### config.mk
export PLATFORM = sky130hd
export DESIGN_NAME = bits_needed_ctrl
export DESIGN_NICKNAME = d
export VERILOG_FILES = /design/src/rtl/cabac_pkg.sv /design/src/rtl/bn_shift_sel.sv /design/src/rtl/bits_needed_ctrl.sv
export SDC_FILE = /design/constraint.sdc
export NUM_CORES = 1
export LEC_CHECK = 0
export CAP_MARGIN = 5
export CORE_MARGIN = 5
export CORE_UTILIZATION = 46
export CTS_BUF_LIST = sky130_fd_sc_hd__clkbuf_16
export DETAILED_ROUTE_END_ITERATION = 7
export PLACE_DENSITY = 0.95
export SYNTH_ARGS = -nofsm -noshare
export SYNTH_HDL_FRONTEND = slang
export SYNTH_HIERARCHICAL = 1
export SYNTH_SLANG_ARGS = --single-unit
### constraint.sdc
create_clock -name clk -period 13.08 [get_ports clk]
set_input_delay 3.924 -clock clk [delete_from_list [all_inputs] [get_ports clk]]
set_output_delay 3.924 -clock clk [all_outputs]
set_load 0.1 [all_outputs]
### src/rtl/cabac_pkg.sv
// Shared types and constants for the CABAC bits-needed controller.
package cabac_pkg;

  typedef enum logic [1:0] {
    OP_MPS    = 2'd0,
    OP_MPS_RN = 2'd1,
    OP_LPS    = 2'd2,
    OP_BYP    = 2'd3
  } op_mode_e;

  typedef enum logic [1:0] {
    ST_IDLE      = 2'd0,
    ST_INIT      = 2'd1,
    ST_RUN       = 2'd2,
    ST_WAIT_BYTE = 2'd3
  } bn_state_e;

  localparam logic signed [4:0] BN_INIT = -5'sd8;
  localparam int BYTE_W = 8;

endpackage

### src/rtl/bn_shift_sel.sv
// Mode-to-shift mux: MPS shifts 0, MPS-renorm shifts 1, LPS/bypass shift op_num.
// Oversized op_num saturates to MAX_SHIFT and raises o_err.
module bn_shift_sel
  import cabac_pkg::*;
#(
  parameter int MAX_SHIFT = 8,
  parameter int SHIFT_W   = $clog2(MAX_SHIFT + 1)
) (
  input  logic [1:0]         i_mode,
  input  logic [SHIFT_W-1:0] i_num,
  output logic [SHIFT_W-1:0] o_shift,
  output logic               o_err
);

  localparam logic [SHIFT_W-1:0] MAX_S = SHIFT_W'(MAX_SHIFT);

  always_comb begin
    o_shift = '0;
    o_err   = 1'b0;
    case (op_mode_e'(i_mode))
      OP_MPS:    o_shift = '0;
      OP_MPS_RN: o_shift = SHIFT_W'(1);
      OP_LPS, OP_BYP: begin
        if (i_num > MAX_S) begin
          o_shift = MAX_S;
          o_err   = 1'b1;
        end else begin
          o_shift = i_num;
        end
      end
      default: o_shift = '0;
    endcase
  end

endmodule

### src/rtl/bits_needed_ctrl.sv
// CABAC bits-needed counter, byte fetch handshake and m_value shift/insert control.
// Optional BITS_NEEDED_STATS_EN adds bytes_consumed / stall_cycles counters.
//
// state        | meaning
// ST_IDLE      | no slice active, nothing accepted
// ST_INIT      | loading INIT_BYTES bytes into m_value, MSB byte first
// ST_RUN       | accepting decode ops, fetching at most one byte per op
// ST_WAIT_BYTE | op accepted but its byte missing; bin decoder stalled
module bits_needed_ctrl
  import cabac_pkg::*;
#(
  parameter int MAX_SHIFT  = 8,
  parameter int INIT_BYTES = 2,
  parameter int SHIFT_W    = $clog2(MAX_SHIFT + 1)
) (
  input  logic                clk,
  input  logic                rst_n,
  input  logic                init_i,
  input  logic                op_valid,
  output logic                op_ready,
  input  logic [1:0]          op_mode,
  input  logic [SHIFT_W-1:0]  op_num,
  input  logic                byte_valid,
  output logic                byte_ready,
  input  logic [BYTE_W-1:0]   byte_data,
  output logic                shift_valid,
  output logic [SHIFT_W-1:0]  shift_amt,
  output logic                ins_valid,
  output logic [BYTE_W-1:0]   ins_data,
  output logic [4:0]          ins_pos,
  output logic signed [3:0]   bits_needed_o,
  output logic                busy_o,
  output logic                err_o
`ifdef BITS_NEEDED_STATS_EN
  ,
  output logic [31:0]         bytes_consumed,
  output logic [31:0]         stall_cycles
`endif
);

  bn_state_e          r_state;
  logic signed [4:0]  r_bn;
  logic [1:0]         r_cnt;
  logic [2:0]         r_pos;
  logic               r_err;

  logic [SHIFT_W-1:0] w_shift;
  logic               w_sel_err;
  logic               w_op_acc;
  logic               w_byte_acc;
  logic signed [4:0]  w_t;
  logic               w_need;
  logic [4:0]         w_pos;

  bn_shift_sel #(
    .MAX_SHIFT (MAX_SHIFT),
    .SHIFT_W   (SHIFT_W)
  ) u_shift_sel (
    .i_mode  (op_mode),
    .i_num   (op_num),
    .o_shift (w_shift),
    .o_err   (w_sel_err)
  );

  // init_i blocks every handshake in its cycle so nothing is shifted or inserted.
  assign op_ready   = (r_state == ST_RUN) && !init_i;
  assign w_op_acc   = op_valid && op_ready;
  assign w_t        = r_bn + $signed(5'(w_shift));
  assign w_need     = w_op_acc && !w_t[4];

  always_comb begin
    byte_ready = 1'b0;
    if (!init_i) begin
      case (r_state)
        ST_INIT:      byte_ready = 1'b1;
        ST_WAIT_BYTE: byte_ready = 1'b1;
        ST_RUN:       byte_ready = w_need;
        default:      byte_ready = 1'b0;
      endcase
    end
  end

  assign w_byte_acc = byte_valid && byte_ready;

  always_comb begin
    w_pos = '0;
    case (r_state)
      ST_INIT:      w_pos = {r_cnt, 3'b000};
      ST_RUN:       w_pos = {2'b00, w_t[2:0]};
      ST_WAIT_BYTE: w_pos = {2'b00, r_pos};
      default:      w_pos = '0;
    endcase
  end

  assign shift_valid   = w_op_acc;
  assign shift_amt     = w_op_acc ? w_shift : '0;
  assign ins_valid     = w_byte_acc;
  assign ins_data      = w_byte_acc ? byte_data : '0;
  assign ins_pos       = w_byte_acc ? w_pos : '0;
  assign bits_needed_o = r_bn[3:0];
  assign busy_o        = (r_state == ST_INIT) || (r_state == ST_WAIT_BYTE);
  assign err_o         = r_err;

  always_ff @(posedge clk or negedge rst_n) begin
    if (!rst_n) begin
      r_state <= ST_IDLE;
      r_bn    <= BN_INIT;
      r_cnt   <= '0;
      r_pos   <= '0;
      r_err   <= 1'b0;
    end else if (init_i) begin
      r_state <= ST_INIT;
      r_cnt   <= 2'(INIT_BYTES - 1);
      r_err   <= 1'b0;
    end else begin
      if (w_op_acc && w_sel_err) r_err <= 1'b1;
      case (r_state)
        ST_IDLE: r_state <= ST_IDLE;
        ST_INIT: begin
          if (w_byte_acc) begin
            if (r_cnt == 2'd0) begin
              r_bn    <= BN_INIT;
              r_state <= ST_RUN;
            end else begin
              r_cnt <= r_cnt - 2'd1;
            end
          end
        end
        ST_RUN: begin
          if (w_op_acc) begin
            if (w_t[4]) begin
              r_bn <= w_t;
            end else begin
              r_bn <= w_t - 5'sd8;
              if (!byte_valid) begin
                r_pos   <= w_t[2:0];
                r_state <= ST_WAIT_BYTE;
              end
            end
          end
        end
        ST_WAIT_BYTE: begin
          if (w_byte_acc) r_state <= ST_RUN;
        end
        default: r_state <= ST_IDLE;
      endcase
    end
  end

`ifdef BITS_NEEDED_STATS_EN
  always_ff @(posedge clk or negedge rst_n) begin
    if (!rst_n) begin
      bytes_consumed <= '0;
      stall_cycles   <= '0;
    end else if (init_i) begin
      bytes_consumed <= '0;
      stall_cycles   <= '0;
    end else begin
      if (w_byte_acc && (bytes_consumed != '1)) bytes_consumed <= bytes_consumed + 32'd1;
      if ((r_state == ST_WAIT_BYTE) && (stall_cycles != '1)) stall_cycles <= stall_cycles + 32'd1;
    end
  end
`endif

endmodule

; ---- Yosys cells after proc, flatten, opt, wreduce, memory -nomap -nowiden
; Index checks and enable logic that the tools add are counted.
[totals]
reg_bits = 13
output_inout_bits = 27
in_bits = 19
[op_classes]
add_sub_neg = 3
n_mux = 29
n_bitwise = 3
n_lt_le_gt_ge = 1
n_eq_ne = 16
n_reduce_logical = 21
[op_table]
columns = cell, count
row1 = 2-to-1 mux 5 bit, 5
row2 = 2-to-1 mux 2 bit, 11
row3 = "!= test 3 bit, second input constant", 5
row4 = case mux 5 bit (3 select lines), 1
row5 = case mux 4 bit (3 select lines), 1
row6 = case mux 5 bit (2 select lines), 1
row7 = AND reduction 5 bit, 2
row8 = "equality test 2 bit, second input constant", 4
row9 = 2-to-1 mux 4 bit, 2
row10 = 2-to-1 mux 8 bit, 1
row11 = case mux 2 bit (4 select lines), 1
row12 = nonzero test 2 bit, 4
row13 = logical NOT 2 bit, 3
row14 = "!= test 2 bit, second input constant", 3
row15 = AND reduction 6 bit, 1
row16 = adder 5 bit, 1
row17 = logical AND 1 bit, 5
row18 = 2-to-1 mux 1 bit, 5
row19 = "subtractor 5 bit, second input constant", 1
row20 = "equality test 2 x 1 -> 1 bit, second input constant", 2
row21 = "greater-than comparator 4 bit, second input constant", 1
row22 = OR reduction 2 bit, 2
row23 = "!= test 3 x 2 -> 1 bit, second input constant", 1
row24 = NOT 1 bit, 3
row25 = 6 further kinds, 7

; ---- Longest topological paths before layout
; Gate-level depths: netlist of run 1.
[depth]
depth_word = 12
ltp_mapped = 12
ltp_nobuf = 12

; ---- Modules after synthesis
; Netlist of run 1, hierarchy kept.
[by_module_without_submodules]
columns = mod, area_per_inst_um2, n_inst, cells_each
row1 = bits_needed_ctrl, 1047.3, 1, 112
row2 = bn_shift_sel, 55.1, 1, 7

; ---- Least setup slack after synthesis of run 1
; Ideal clock, no wire load.
[synth_path]
path_kind = in2out
startpoint = input port op_num[3]
endpoint = output port ins_data[1]
n_path_buf = 1
arrival_time_ps = 6840
required_time_ps = 9156
slack_ps = 2316
stages = 10
cell_sequence = nand3b_1 > o21ai_0 > ha_1 > inv_1 > fa_1 > nand2b_1 > a2111oi_2 > a211oi_2 > buf_6 > nor2b_1
[synth_between]
elab_chain_len = 10
[synth_lines]
columns = item, line
row1 = from (decl), bits_needed_ctrl.sv:22  ; input logic [SHIFT_W-1:0] op_num,
row2 = greater-than comparator 4 bit, bn_shift_sel.sv:24  ; if (i_num > MAX_S) begin
row3 = 2-to-1 mux 4 bit, bn_shift_sel.sv:24
row4 = case mux 4 bit (3 select lines), bn_shift_sel.sv:20  ; case (op_mode_e'(i_mode))
row5 = via w_shift[0], bits_needed_ctrl.sv:47  ; logic [SHIFT_W-1:0] w_shift;
row6 = adder 5 bit, bits_needed_ctrl.sv:68  ; assign w_t = r_bn + $signed(5'(w_shift));
row7 = logical NOT 1 bit, bits_needed_ctrl.sv:69  ; assign w_need = w_op_acc && !w_t[4];
row8 = logical AND 1 bit, bits_needed_ctrl.sv:69
row9 = case mux 1 bit (2 select lines), bits_needed_ctrl.sv:74  ; case (r_state)
row10 = 2-to-1 mux 1 bit, bits_needed_ctrl.sv:73  ; if (!init_i) begin
row11 = logical AND 1 bit, bits_needed_ctrl.sv:83  ; assign w_byte_acc = byte_valid && byte_ready;
row12 = 2-to-1 mux 8 bit, bits_needed_ctrl.sv:98  ; assign ins_data = w_byte_acc ? byte_data : '0;
row13 = to (decl), bits_needed_ctrl.sv:29  ; output logic [BYTE_W-1:0] ins_data,
; The timed path passes the listed nets, and every way through them passes these cells.

; ---- Final worst setup path of run 1
[layout_path]
startpoint = input port op_num[3]
endpoint = output port ins_data[6]
; Same word-level chain as after synthesis.

==> results of run 1 <==
==> cells in the mapped netlist <==
| cell type | count | area [sq um] |
|---|---|---|
| o31ai_1 | 1 | 7.51 |
| nand3b_1 | 2 | 15.0 |
| nor3_1 | 5 | 25.0 |
| a21oi_1 | 4 | 20.0 |
| mux2_2 | 1 | 11.3 |
| buf_2 | 1 | 5.00 |
| xnor2_1 | 4 | 35.0 |
| nor2_1 | 5 | 18.8 |
| ha_1 | 6 | 75.1 |
| o22ai_1 | 3 | 18.8 |
| buf_6 | 2 | 22.5 |
| a211oi_1 | 1 | 7.51 |
| mux2_4 | 2 | 30.0 |
| buf_4 | 4 | 30.0 |
| o21ai_0 | 5 | 25.0 |
| fa_1 | 1 | 20.0 |
| a22o_1 | 2 | 17.5 |
| nor3b_2 | 3 | 37.5 |
| a2111oi_2 | 1 | 15.0 |
| and2_4 | 1 | 8.76 |
| nor2b_1 | 8 | 50.1 |
| nand2b_1 | 1 | 6.26 |
| and3b_2 | 2 | 20.0 |
| nand4bb_4 | 1 | 27.5 |
| a211oi_2 | 1 | 12.5 |
| and3_1 | 2 | 12.5 |
| nand3_1 | 1 | 5.00 |
| o31a_2 | 1 | 10.0 |
| nand2_1 | 9 | 33.8 |
| dfrtp_1 | 11 | 275 |
| mux2i_1 | 5 | 50.1 |
| clkbuf_1 | 2 | 7.51 |
| and2_1 | 3 | 18.8 |
| a21o_1 | 2 | 15.0 |
| inv_1 | 12 | 45.0 |
| dfstp_2 | 2 | 52.6 |
| nor3b_1 | 2 | 15.0 |
==> metal layers <==
layer / wire (microns) / global-route usage [%] / share of wire [%]
met5: 0 / 0 / 0
met4: 36 / 5.18 / 1.2
met3: 110 / 5.04 / 3.7
met2: 1620 / 34.2 / 54
met1: 1220 / 21.1 / 41
==> worst paths after layout <==
check	from	to	slack [ps]	cells past startpoint
setup reg to reg	r_bn[0]$_DFFE_PN0P_	r_bn[3]$_DFFE_PN1P_	10670	10
setup / recovery	op_num[3]	ins_data[6]	1670	11
max in group asynchronous	rst_n	r_bn[0]$_DFFE_PN0P_	8630	1
hold / removal	r_pos[2]$_DFFE_PN0P_	r_pos[2]$_DFFE_PN0P_	520	1
hold reg to reg	r_pos[2]$_DFFE_PN0P_	r_pos[2]$_DFFE_PN0P_	520	1
min in group asynchronous	rst_n	r_cnt[1]$_DFFE_PN0P_	4060	1
==> kinds of logic after synthesis <==
kind of cell / Yosys count / share of synthesized area, %
AOI/OAI and AO/OA: 21 / 13.5
xor gates and xnor gates: 4 / 3.18
adders and majority gates: 7 / 8.63
buffers and inverters: 21 / 9.99
DFF: 13 / 29.7
muxes: 8 / 8.29
and+or+nand+nor: 45 / 26.7
==> power by group through the flow <==
stage | Clock [W] | Sequential (W) | Combinational, W
6_report | 0.0000565 | 0.0000582 | 0.000101
5_1_grt | 0.0000601 | 0.0000593 | 0.000107
4_1_cts | 0.0000577 | 0.0000578 | 0.000101
3_5_place_dp | 0 | 0.0000580 | 0.000100
3_3_place_gp | 0 | 0.0000574 | 0.0000968
2_1_floorplan | 0 | 0.0000548 | 0.0000809
==> per-stage QoR <==
stage / power [W] / cells / worst slack, ps
finish: 0.000215 / 187 / 1670
global route: 0.000227 / 187 / 1440
CTS: 0.000216 / 187 / 1640
detailed placement: 0.000158 / 183 / 1650
global placement: 0.000154 / 183 / 1800
floorplan: 0.000136 / 119 / 2320
==> final cells by class <==
class	instances	area (sq um)	area share (%)
multi-input cells	85	664	41.5
repair buffers	45	450	28.1
clock buffers	3	75.1	4.69
well taps	28	35.0	2.19
flip-flops and latches	13	328	20.5
inverters	12	45.0	2.81
clock inverters	1	3.75	0.234
==> state kept, by name, indices dropped and copies added (netlist names) <==
| signal | flops |
|---|---|
| r_cnt | 2 |
| r_pos | 3 |
| r_state | 2 |
| err_o | 1 |
| r_bn | 5 |
==> flow_metrics.py, run 1 <==
metrics = {
    "outcome": {
        "status": "finished, final reports clean",
    },
    "job": {
        "cap_violations": 0,
    },
    "clock_tree": {
        "tritoncts": "done",
        "clk_pin_slew_ps": 40,
        "ctsHoldBuffers": 0,
        "cts-buffers-inserted": 3,
        "cts_resized": 0,
        "clock_path_buffers": 2,
        "post-cts-setup-buffers": 0,
        "clk_latency_ps": 240,
        "clkSinkCount": 13,
        "cts_root_buffer": "clkbuf_16",
        "htreeDepth": 1,
    },
    "die": {
        "die_x_microns": 59.0,
        "core_area_sq_um": 2250,
        "die_h_microns": 59.0,
        "initial_core_util_pct": 48.9,
        "io_pins": 46,
        "die-area_sq_um": 3480,
        "rows": 17,
    },
    "sta": {
        "slew_violations": 0,
        "slew_headroom_pct": 34.4,
        "finalClockSkew_ps": 0.815,
        "fin_crit_ps": 11410,
        "whs_ps": 523,
        "finalHoldViolCount": 0,
        "max_freq_mhz": 87.6,
        "rsz0062_at_grt": "false",
        "finalCritPeriodShare_pct": 87.3,
        "worst_pin_slew_ps": 982,
        "finalSetupViolations": 0,
        "fin_tns_setup_ps": 0,
    },
    "placed_design": {
        "dp_hpwl_microns": 2340,
        "io_buffers": 45,
        "gp_congestion": 0.788,
        "place_area_sq_um": 1520,
    },
    "grt": {
        "grt_max_degree": 14,
        "grt_pass1_wl_microns": 5020,
        "grt_pass1_vias": 1091,
        "overflow": 0,
        "antenna_found_initial": 0,
        "gr-usage-all-layers_pct": 18.7,
    },
    "route": {
        "drc_errors": 0,
        "vias": 994,
        "wirelength_microns": 2980,
        "first_pass_iters": 4,
        "drtAntennaViolNets": 0,
        "drt_iter0_drc": 24,
        "via_per_inst": 5.32,
        "routedWlPerCell_microns": 15.9,
    },
    "critical_path": {
        "worst-path-buf-inv": 3,
        "worstSetupPathType": "in2out",
        "cpMostUsedCell": "clkdlybuf4s50_1",
        "setup.worst_path.end_class": "output port",
        "cp_slowest_stage_delay_ps": 1000,
        "cp_slowest_cell": "clkdlybuf4s50_1",
        "cp_cell_sequence": "clkdlybuf4s50_1, nand3b_1, o21ai_0, ha_1, inv_1, fa_1, nand2b_1, a21o_1, a211oi_2, nor2b_1, clkdlybuf4s50_1",
        "start_kind": "primary input",
        "worstPathArrival_ps": 7490,
        "required_ps": 9160,
        "crit_family": "buffers and inverters",
        "crit_fanout": 12,
    },
    "power_and_ir_drop": {
        "power.share.sequential_pct": 27.0,
        "p_int_w": 0.000121,
        "powerDensity_nw_per_um2": 135,
        "netSwitchingFraction_pct": 43.7,
        "p_leak_nw": 0.692,
        "p_comb_share_pct": 46.8,
        "ir_drop_uv": 106,
        "pwr-share-clk_pct": 26.2,
        "p_switching_w": 0.0000941,
    },
    "yosys": {
        "syn_nets": 145,
        "avgSynthCellArea_sq_um": 9.26,
        "ys_ff_latch": 13,
        "synth_cell_types": 37,
        "syn_inst": 119,
        "ys_seq_area_share_pct": 29.7,
        "ys.warnings.count": 6,
        "mappedNetlistArea_sq_um": 1100,
    },
    "cells_and_area": {
        "post-route-util_pct": 71.0,
        "syn_to_final_growth_pct": 45.3,
        "drive_gt1_share_pct": 11.3,
        "fill_cells": 168,
        "num_antenna_cells": 0,
        "final_common_cell": "clkdlybuf4s50_1",
        "design_area_sq_um": 1600,
        "nets": 186,
        "final_cell_mix": "clkdlybuf4s50_1 (45), inv_1 (13), dfrtp_1 (11)",
    },
    "min_path": {
        "hp-class": "reg2reg",
    },
}
Power figures use the tool's default switching activity.
==> run 2, diff against run 1 <==
--- a/config.mk
+++ b/config.mk
@@ -5,6 +5,7 @@
 export SDC_FILE = /design/constraint.sdc
 export NUM_CORES = 1
 export LEC_CHECK = 0
+export ABC_CLOCK_PERIOD_IN_PS = 13080
 export CAP_MARGIN = 5
 export CORE_MARGIN = 5
 export CORE_UTILIZATION = 46
==> results of run 2 <==
Same layout as run 1: the final DEF is identical, and so are final timing and power.
